===== config.mk =====
export PLATFORM = sky130hd
export DESIGN_NAME = x_skew_feeder
export DESIGN_NICKNAME = d
export VERILOG_FILES = /design/src/rtl/x_skew_feeder.sv
export SDC_FILE = /design/constraint.sdc
export NUM_CORES = 1
export LEC_CHECK = 0
export BUFFER_PORTS_ARGS = -buffer_cell sky130_fd_sc_hd__buf_2
export CAP_MARGIN = 20
export CORE_MARGIN = 3
export CORE_UTILIZATION = 50
export CTS_CLUSTER_SIZE = 14
export DETAILED_ROUTE_END_ITERATION = 10
export HOLD_SLACK_MARGIN = 0.05
export PLACE_DENSITY = 0.74
export SKIP_CTS_REPAIR_TIMING = 1
export SYNTH_ARGS = -nofsm -noshare
export SYNTH_HDL_FRONTEND = slang
export SYNTH_SLANG_ARGS = --single-unit

===== constraint.sdc =====
create_clock -name clk -period 4.6 [get_ports clk]
set_clock_uncertainty 0.15 [all_clocks]
set_input_delay 1.15 -clock clk [delete_from_list [all_inputs] [get_ports clk]]
set_output_delay 1.15 -clock clk [all_outputs]
set_load 0.01 [all_outputs]

===== src/rtl/x_skew_feeder.sv =====
// Diagonal skew feeder for the systolic array's left edge: lane r of each accepted
// X vector reaches row r after r+1 advances, with tile-boundary tracking.
module x_skew_feeder #(
    parameter int DWIDTH = 16,
    parameter int ROWS   = 4
) (
    input  logic                     clk,
    input  logic                     rst_n,
    input  logic [ROWS*DWIDTH-1:0]   in_vec,
    input  logic                     in_valid,
    input  logic                     in_last,
    output logic                     in_ready,
    input  logic                     out_ready,
    output logic [ROWS*DWIDTH-1:0]   x_out,
    output logic [ROWS-1:0]          x_valid,
    output logic [ROWS-1:0]          x_last,
    output logic                     busy,
    output logic                     tile_done,
    output logic [15:0]              vec_cnt
);

    typedef enum logic [1:0] {
        IDLE,
        STREAM,
        DRAIN
    } state_t;

    state_t      state_q, state_d;
    logic        tile_done_q, tile_done_d;
    logic [15:0] vec_cnt_q, vec_cnt_d;
    logic        acc;
    logic        final_last_in;

    assign in_ready = out_ready & (state_q != DRAIN);
    assign acc      = in_valid & in_ready;

    for (genvar r = 0; r < ROWS; r++) begin : g_lane
        logic [r:0][DWIDTH-1:0] data_q, data_d;
        logic [r:0]             valid_q, valid_d;
        logic [r:0]             last_q, last_d;
        logic [DWIDTH-1:0]      head;

        // Bubbles keep the previous stage-0 data so the data path only toggles on accepts.
        assign head = acc ? in_vec[r*DWIDTH +: DWIDTH] : data_q[0];

        if (r == 0) begin : g_one
            always_comb begin
                data_d  = data_q;
                valid_d = valid_q;
                last_d  = last_q;
                if (out_ready) begin
                    data_d  = head;
                    valid_d = acc;
                    last_d  = acc & in_last;
                end
            end
        end else begin : g_chain
            always_comb begin
                data_d  = data_q;
                valid_d = valid_q;
                last_d  = last_q;
                if (out_ready) begin
                    data_d  = {data_q[r-1:0], head};
                    valid_d = {valid_q[r-1:0], acc};
                    last_d  = {last_q[r-1:0], acc & in_last};
                end
            end
        end

        always_ff @(posedge clk or negedge rst_n) begin
            if (!rst_n) begin
                data_q  <= '0;
                valid_q <= '0;
                last_q  <= '0;
            end else begin
                data_q  <= data_d;
                valid_q <= valid_d;
                last_q  <= last_d;
            end
        end

        assign x_out[r*DWIDTH +: DWIDTH] = data_q[r];
        assign x_valid[r]                = valid_q[r];
        assign x_last[r]                 = last_q[r];
    end

    // last is only ever set together with valid, so last alone marks the tile end.
    assign final_last_in = out_ready & g_lane[ROWS-1].last_d[ROWS-1];

    always_comb begin
        state_d     = state_q;
        vec_cnt_d   = vec_cnt_q;
        tile_done_d = final_last_in;
        case (state_q)
            IDLE: begin
                if (acc) begin
                    vec_cnt_d = 16'd1;
                    state_d   = in_last ? DRAIN : STREAM;
                end
            end
            STREAM: begin
                if (acc) begin
                    if (vec_cnt_q != '1) begin
                        vec_cnt_d = vec_cnt_q + 16'd1;
                    end
                    if (in_last) begin
                        state_d = DRAIN;
                    end
                end
            end
            DRAIN: begin
                if (tile_done_q) begin
                    state_d   = IDLE;
                    vec_cnt_d = '0;
                end
            end
            default: begin
                state_d = IDLE;
            end
        endcase
    end

    always_ff @(posedge clk or negedge rst_n) begin
        if (!rst_n) begin
            state_q     <= IDLE;
            tile_done_q <= 1'b0;
            vec_cnt_q   <= '0;
        end else begin
            state_q     <= state_d;
            tile_done_q <= tile_done_d;
            vec_cnt_q   <= vec_cnt_d;
        end
    end

    assign busy      = (state_q != IDLE);
    assign tile_done = tile_done_q;
    assign vec_cnt   = vec_cnt_q;

endmodule


==> results of run 1 <==
==> sequential cells by signal, indices dropped and copies added (netlist names) <==
signal          flops
g_lane.last_q       4
state_q             2
tile_done           1
g_lane.data_q     112
x_out              48
g_lane.valid_q      4
vec_cnt            16
==> worst max path at each step <==
stage               slack [ns]  startpoint  endpoint  depth (start not counted)
floorplan                 1.14   out_ready  in_ready                          4
CTS                       1.27   out_ready  in_ready                          3
global route              1.20   out_ready  in_ready                          3
detailed placement        1.27   out_ready  in_ready                          3
global placement          1.28   out_ready  in_ready                          3
finish                    1.24   out_ready  in_ready                          3
==> area by class of cell <==
| cell class | count | area share [%] |
|---|---|---|
| Sequential cell | 187 | 51.7 |
| Clock inverter | 15 | 2.31 |
| Inverter | 6 | 0.249 |
| Clock buffer | 17 | 4.70 |
| Multi-Input combinational cell | 394 | 28.8 |
| Timing Repair Buffer | 164 | 9.43 |
| Tap cell | 211 | 2.91 |
==> power by group <==
part / leakage (nW) / internal [mW] / switching [mW] / total (mW)
logic: 1.95 / 0.637 / 0.680 / 1.32
clock network: 0.306 / 0.881 / 0.665 / 1.55
registers: 2.34 / 2.23 / 0.316 / 2.55
==> cell usage in the layout, fill, tap and decap left out, types with 3 or more instances in the layout <==
cell and count:
a21oi_1 4, a41oi_1 5, and2_1 6, and3_1 3, and4_1 4, buf_2 157, buf_4 5, bufinv_16 3
clkbuf_16 17, dfrtp_1 187, ha_1 5, inv_1 6, inv_8 5, mux2_2 102, nand2_1 202, nand3_1 5
nand4_1 3, nor2_1 3, o21ai_0 9, o31ai_1 9, o41ai_1 15
==> cells by family (layout without fill, tap and decap cells) <==
group           count (synthesis)  count (layout)  share of synthesized area [%]
fa+ha+maj                       5               5                          0.798
flops                         187             187                           59.7
buf+inv                        93             202                           7.15
mux                           105             105                           15.1
simple gates                  238             238                           13.0
compound gates                 46              46                           4.34
==> stage by stage <==
| step | setup WS, ns | cells | util (%) |
|---|---|---|---|
| 2_1_floorplan | 1.14 | 674 | - |
| 3_3_place_gp | 1.28 | 962 | 55.2 |
| 3_5_place_dp | 1.27 | 962 | 55.2 |
| 4_1_cts | 1.27 | 994 | 59.4 |
| 5_1_grt | 1.20 | 994 | 59.4 |
| 6_report | 1.24 | 994 | 59.4 |
==> routing by layer <==
| metal | part of all wire, % | global-route usage [%] | vias to the layer above | wire [µm] |
|---|---|---|---|---|
| met2 | 50 | 31.3 | 145 | 7830 |
| met3 | 6.4 | 6.24 | 21 | 1000 |
| met4 | 1.3 | 5.19 | 0 | 206 |
| met5 | 0 | 0 | - | 0 |
| li1 | - | - | 2410 | - |
| met1 | 43 | 23.7 | 2585 | 6690 |
==> worst min-delay path: cells and delay by family (launching register included) <==
kind / cells / cell delay [ns]
flip-flops: 1 / 0.34
AND/OR/NAND/NOR: 2 / 0.10
==> impl_results.md, run 1 <==
- Initial antenna violation count: 0
- Overflow after GRT: 0
- Final Critical Period: 3.36 ns
- Layout cells sized above 1: 39.0%
- Avg WL per Cell: 15.8 µm
- RSZ-0062 raised after global routing: false
- Power Density: 597 nW/µm²
- Final Cell Area: 9060 µm²
- CTS clk-pin slew, worst paths: 0.07 ns
- Beginning of the worst hold path: g_lane[1].data_q[11]$_DFFE_PN0P_
- Delay-heaviest family, CP: buffers and inverters
- # fillers: 1,212
- Area occupied by multi-input gates: 2610 µm²
- Post-synth top flop: dfrtp_1
- Critical path's largest stage delay: 0.48 ns
- CP max stage cell: buf_4
- Antenna diodes: 0
- Netlist area before placement: 7840 µm²
- Synth Net Count: 748
- Die height: 131 µm
- Slew Limit Fails: 0
- Yosys warns: 0
- Outcome: finished clean
- WS Path Type: in -> out
- Critical Path Start Type: input pin
- DPL Wire Length: 10,300 µm
- Rows: 45
- Required @ worst endpoint: 3.30 ns
- Hold Path Sink: g_lane[1].data_q[11]$_DFFE_PN0P_
- Iter 0 DRT Violations: 380
- Largest net degree at the start of global routing: 99
- Final GP Congestion: 0.859
- Critical Path AT: 2.06 ns
- Vias in the first global route: 5,353
- R2R Path End: vec_cnt[0]$_DFFE_PN0P_
- Worst vdd ir: 0.273 mV
- DRC: 0
- Clk sink count: 187
- Hold depth: 2
- Worst hold slack: 0.318 ns
- RR Startpoint: state_q[1]$_DFFE_PN0P_
- Worst skew pair latency: 0.42 ns
- CTS tree: built
- Async SR Flop Fraction: 100%
- Die Area: 17,200 µm²
- Via count: 5,161
- Placed Area: 8430 µm²
- Antenna-violating nets left: 0
- Yosys top cell area share: 59.7%
- # port buffers: 159
- First-pass GRT wire length: 26,600 µm
- Register area: 4680 µm²
- Routed WL: 15,700 µm
- Post-synth top area cell: dfrtp_1
- Pre-Repair DR Iteration Count: 7
- Mapped Cells: 674
- Routed vias/inst: 5.19
- Setup TNS: 0 ns
- Slew margin rel.: 40.4%
- Count leader, synth: nand2_1
- Leakage: 4.60 nW
- Fmax achieved: 298 MHz
- Final Power: 5.41 mW
- EDFF count, synth: 0
- Crit Path Max Fanout: 51
- Worst Path Buf+Inv: 2
- R2R cell count: 6
- Syn avg cell area: 11.6 µm²
- Area contributors post-synth: dfrtp_1, mux2_2, nand2_1
- Yosys cell types: 36
- Worst Hold Class: reg -> reg
- #FFs+latches synth: 187
- CTS HTree Levels: 4
- Initial core utilization: 51.4%
- Crit path cell chain: buf_4 -> nor2b_1 -> buf_2
- Tcrit/Tclk final: 73.0%
- CTS Root Cell: clkbuf_16
- R2r setup slk: 2.14 ns
- Overall Global Routing Usage: 18.8%
- Area grow syn2layout: 15.5%
- CP Capture Type: output port
- Final Hold Fails: 0
- Core area: 15,300 µm²
- Setup violations, final: 0
- Actual slew at the worst max-slew pin: 0.893 ns
- Nets: 844
- CTS Buf Count: 17
- Post-synthesis sequential area ratio: 59.7%
- Die width: 131 µm
- Max Cap Viol: 0
- Clock buffer depth: 2
- Commonest cells post-synth: nand2_1, dfrtp_1, mux2_2
- Num ports: 160
Power figures use the tool's default switching activity.
==> inputs of run 2 (changes only) <==
ABC_AREA = 1   (was not set)
clock period = 3.24 ns   (was 4.6 ns; I/O delays follow)
==> impl_results.md, run 2 <==
- Outcome: finished clean
- Initial core utilization: 51.8%
- Post-synth top area cell: dfrtp_1
- Rows: 45
- # fillers: 1,292
- Largest net degree at the start of global routing: 105
- Largest family of logic cells by synthesized area: simple AND/OR/NAND/NOR gates
- Overall Global Routing Usage: 17.3%
- Mapped Cells: 811
- Required @ worst endpoint: 2.28 ns
- Syn avg cell area: 9.82 µm²
- Critical Path AT: 1.47 ns
- Die width: 132 µm
- Final Hold Fails: 0
- Final Critical Period: 2.43 ns
- Leakage: 4.88 nW
- Slew margin rel.: 48.6%
- Setup TNS: 0 ns
- Worst vdd ir: 0.467 mV
- Pre-CTS WS: 0.812 ns
- Fmax achieved: 412 MHz
- CTS clk-pin slew, worst paths: 0.07 ns
- Antenna-violating nets left: 0
- Overflow after GRT: 0
- CTS Buf Count: 17
- Final Cell Area: 9190 µm²
- Nets: 985
- Area contributors post-synth: dfrtp_1, nand2_1, mux2_2
- Worst Hold Class: in -> async
- Post-synthesis sequential area ratio: 58.7%
- R2R cell count: 9
- Routed WL: 14,900 µm
- Crit Path Max Fanout: 27
- DPL Wire Length: 9740 µm
- Clk sink count: 187
- Setup violations, final: 0
- Worst skew pair latency: 0.42 ns
- RR Startpoint: state_q[1]$_DFFE_PN0P_
- Most flops, register: g_lane.data_q
- Avg WL per Cell: 13.1 µm
- Commonest non-fill, non-tap cell in the layout: nand2_1
- Via count: 5,336
- Pre-Repair DR Iteration Count: 4
- Routed vias/inst: 4.70
- Initial antenna violation count: 0
- Mux cell area share after synthesis: 9.05%
- Num ports: 160
- Final Power: 7.09 mW
- R2R Path End: vec_cnt[4]$_DFFE_PN0P_
- #FFs+latches synth: 187
- DRC: 0
- Post-synth top flop: dfrtp_1
- Commonest cells post-synth: nand2_1, dfrtp_1, mux2_2
- Max Cap Viol: 0
- Adder-cell share of the synthesized area: 0.785%
- Post-synthesis simple-gate area fraction: 21.0%
- # port buffers: 159
- Final WS setup: 0.814 ns
- Area grow syn2layout: 15.3%
- Yosys cell types: 30
- Critical Path Start Type: input pin
- Synth Net Count: 885
- Synth Area in XOR/XNOR: 0.550%
- First-pass GRT wire length: 25,000 µm
- Max reg flops: 112
- CTS HTree Levels: 4
- Synth Area in Compound Gates: 1.27%
- Most frequent cells in the layout: nand2_1, dfrtp_1, buf_2, mux2_2, inv_1
- Netlist area before placement: 7970 µm²
- CTS tree: built
- Core area: 15,400 µm²
- Yosys top cell area share: 58.7%
- Die Area: 17,500 µm²
- Actual slew at the worst max-slew pin: 0.771 ns
- R2r setup slk: 1.10 ns
- Final GP Congestion: 0.881
- EDFF count, synth: 0
- Count leader, synth: nand2_1
- Slew Limit Fails: 0
- Iter 0 DRT Violations: 289
- Clock buffer depth: 2
- Tcrit/Tclk final: 74.9%
- Async SR Flop Fraction: 100%
- CTS Root Cell: clkbuf_16
- Yosys warns: 0
- Power Density: 772 nW/µm²
- Die height: 132 µm
- CP Capture Type: output port
- Vias in the first global route: 5,140
- Layout cells sized above 1: 30.5%
- RSZ-0062 raised after global routing: false
- WS Path Type: in -> out
- Placed Area: 8580 µm²
## run 2: cell types whose count changed after synthesis, moves of 5 or more
cell	delta
a41oi_1	-5
and2_1	-6
buf_1	-7
inv_1	+23
mux2_2	-38
nand2_1	+166
nand2_2	+7
nand3_1	+6
nor2_1	+13
o31ai_1	-9
o41ai_1	-15
## run 2: cell families after synthesis
group                      count (synthesis)
muxes                                     64
AOI/OAI and AO/OA                         18
and+or+nand+nor                          415
xor gates and xnor gates                   5
buffers and inverters                    117
adders and majority gates                  5
DFF                                      187
## run 2: worst max path at each step
stage          cells past startpoint       from        to  slack, ns
6_report                           4  out_ready  in_ready       0.81
3_5_place_dp                       4  out_ready  in_ready       0.81
4_1_cts                            4  out_ready  in_ready       0.81
2_1_floorplan                      4  out_ready  in_ready       0.86
5_1_grt                            4  out_ready  in_ready       0.73
3_3_place_gp                       4  out_ready  in_ready       0.82
## run 2: final cells by class
| class | instances | area [µm²] | share of cell area (%) |
|---|---|---|---|
| Clock inverter | 14 | 170 | 1.85 |
| Tap cell | 211 | 264 | 2.87 |
| Multi-Input combinational cell | 507 | 2610 | 28.4 |
| Antenna cell | 1 | 2.50 | 0.0272 |
| Inverter | 34 | 129 | 1.40 |
| Timing Repair Buffer | 164 | 895 | 9.74 |
| Sequential cell | 187 | 4680 | 50.9 |
| Clock buffer | 18 | 439 | 4.78 |
## run 2: critical path, stage by stage
cell and delay (ns):
buf_4 0.29, clkinv_2 0.14, nor2_1 0.10, buf_2 0.13
## run 2: where the power goes
group	internal [mW]	leakage, nW	switching [mW]
sequential	3.01	2.30	0.352
combinational	0.731	2.27	0.893
clock	1.24	0.300	0.870
total	4.98	4.88	2.11
## run 2: layer usage
layer	vias to the layer above	share of wire [%]	track usage (%)
met5	-	0	0
met4	0	1.0	4.56
met3	11	5.9	5.04
met2	149	46	27.4
met1	2495	47	23.8
li1	2681	-	-
## run 2: per-stage QoR
step	utilization [%]	hold slack, ns	std cells
after global placement	55.8	0.298	1103
after global routing	59.8	0.135	1135
after CTS	59.8	0.129	1135
final	59.8	0.135	1136
after detailed placement	55.8	0.303	1103
after floorplan	-	0.292	811
==> inputs of run 3 (changes only) <==
clock period = 2.4 ns   (was 3.24 ns; I/O delays follow)
==> impl_results.md, run 3 (same netlist as run 2, synthesis figures left out) <==
- Outcome: finished clean
- Crit path cell chain: inv_1 -> ha_1 -> nor2_1 -> buf_2
- Required @ worst endpoint: 1.65 ns
- CTS Buf Count: 17
- Tcrit/Tclk final: 88.0%
- Die Area: 17,500 µm²
- Worst vdd ir: 0.544 mV
- Initial core utilization: 51.8%
- Initial antenna violation count: 1
- Critical path's largest stage delay: 0.37 ns
- Clk sink count: 187
- First-pass GRT wire length: 26,200 µm
- Largest net degree at the start of global routing: 105
- Layout cells sized above 1: 30.6%
- CP Capture Type: output port
- Setup TNS: 0 ns
- CP max stage cell: dfrtp_1
- CTS HTree Levels: 4
- Avg WL per Cell: 13.6 µm
- DRC: 0
- Max reg flops: 112
- Overall Global Routing Usage: 18.3%
- Fmax achieved: 474 MHz
- Final Power: 9.73 mW
- Worst Hold Class: in -> reg
- Worst skew pair latency: 0.42 ns
- Num ports: 160
- DPL Wire Length: 10,300 µm
- Power Density: 1050 nW/µm²
- Rows: 45
- CTS Root Cell: clkbuf_16
- Clock buffer depth: 2
- Routed WL: 15,500 µm
- Nets: 991
- # port buffers: 159
- Final Hold Fails: 0
- Final WS setup: 0.289 ns
- Crit Path Max Fanout: 3
- Final GP Congestion: 0.898
- Area grow syn2layout: 16.4%
- Die width: 132 µm
- GR Layer Usage met3: 4.89%
- Pre-CTS WS: 0.304 ns
- Slew margin rel.: 69.5%
- CTS clk-pin slew, worst paths: 0.07 ns
- # fillers: 1,316
- RSZ-0062 raised after global routing: false
- Core area: 15,400 µm²
- Actual slew at the worst max-slew pin: 0.458 ns
- Delay-heaviest family, CP: flip-flops
- Most frequent cells in the layout: nand2_1, dfrtp_1, buf_2, mux2_2, inv_1
- Max Cap Viol: 0
- WS Path Type: reg -> out
- Antenna-violating nets left: 0
- Critical Path Start Type: flop
- Critical Path AT: 1.36 ns
- Pre-Repair DR Iteration Count: 4
- Via count: 5,427
- Vias in the first global route: 5,406
- Met1 usage: 24.9%
- Worst Path Buf+Inv: 2
- Slew Limit Fails: 0
- Final Critical Period: 2.11 ns
- CTS tree: built
- Commonest non-fill, non-tap cell in the layout: nand2_1
- Setup violations, final: 0
- Leakage: 4.91 nW
- Gr busiest metal: met2
- Most flops, register: g_lane.data_q
- Routed vias/inst: 4.75
- Overflow after GRT: 0
- GR Util met2: 28.4%
- Iter 0 DRT Violations: 269
- Die height: 132 µm
==> run 3: changes by cell type in the layout (fill, tap and decap cells not counted), sizes merged <==
cell / change
buf: +5
bufinv: +1
clkbuf: +1
clkinv: -5
clkinvlp: +1
dlygate4sd3: +1
inv: +2
==> run 3: cell type report <==
| cell class | instances | area [µm²] | share of cell area, % |
|---|---|---|---|
| Antenna cell | 1 | 2.50 | 0.0270 |
| Clock inverter | 13 | 189 | 2.04 |
| Sequential cell | 187 | 4680 | 50.5 |
| Inverter | 34 | 129 | 1.39 |
| Timing Repair Buffer | 170 | 967 | 10.4 |
| Clock buffer | 19 | 433 | 4.67 |
| Tap cell | 211 | 264 | 2.85 |
| Multi-Input combinational cell | 507 | 2610 | 28.1 |
==> run 3: worst register-to-register path: stages (launching register included) <==
cell and delay, ns:
dfrtp_1 0.38, inv_1 0.08, ha_1 0.26, inv_2 0.07, nand2_1 0.06, nand2_1 0.08, nand2_2 0.09, nor2_8 0.15
nand2_4 0.14, inv_2 0.26, nand2_1 0.09, nand2_1 0.08, inv_1 0.04
==> run 3: worst paths after layout <==
kind,startpoint,to,slack (ns),cells after the start
max,state_q[0]$_DFFE_PN0P_,in_ready,0.29,4
max in group asynchronous,rst_n,g_lane[3].data_q[1]$_DFFE_PN0P_,0.99,3
min,in_vec[18],g_lane[1].data_q[2]$_DFFE_PN0P_,0.25,2
min reg2reg,g_lane[1].data_q[12]$_DFFE_PN0P_,x_out[28]$_DFFE_PN0P_,0.31,2
min in group asynchronous,rst_n,g_lane[2].data_q[24]$_DFFE_PN0P_,0.53,2
max reg2reg,state_q[1]$_DFFE_PN0P_,vec_cnt[15]$_DFFE_PN0P_,0.37,12
==> run 3: where the power goes <==
part           internal, mW  switching [mW]  total, mW
combinational          1.01            1.24       2.24
clock                  1.75            1.20       2.95
sequential             4.06           0.472       4.54
==> run 3: per-layer routing <==
metal | wire length, µm | vias up
li1 | - | 2685
met1 | 7180 | 2588
met2 | 7340 | 128
met3 | 699 | 24
met4 | 320 | 2
met5 | 7 | -
==> run 3: per-stage QoR <==
step                hold WS, ns  cell area, µm²  utilization [%]  instances
global placement          0.297            8640             56.2       1108
finish                    0.251            9270             60.3       1142
CTS                     -0.0300            9260             60.3       1140
detailed placement        0.303            8640             56.2       1108
floorplan                 0.154            7970                -        811
global route              0.236            9270             60.3       1141
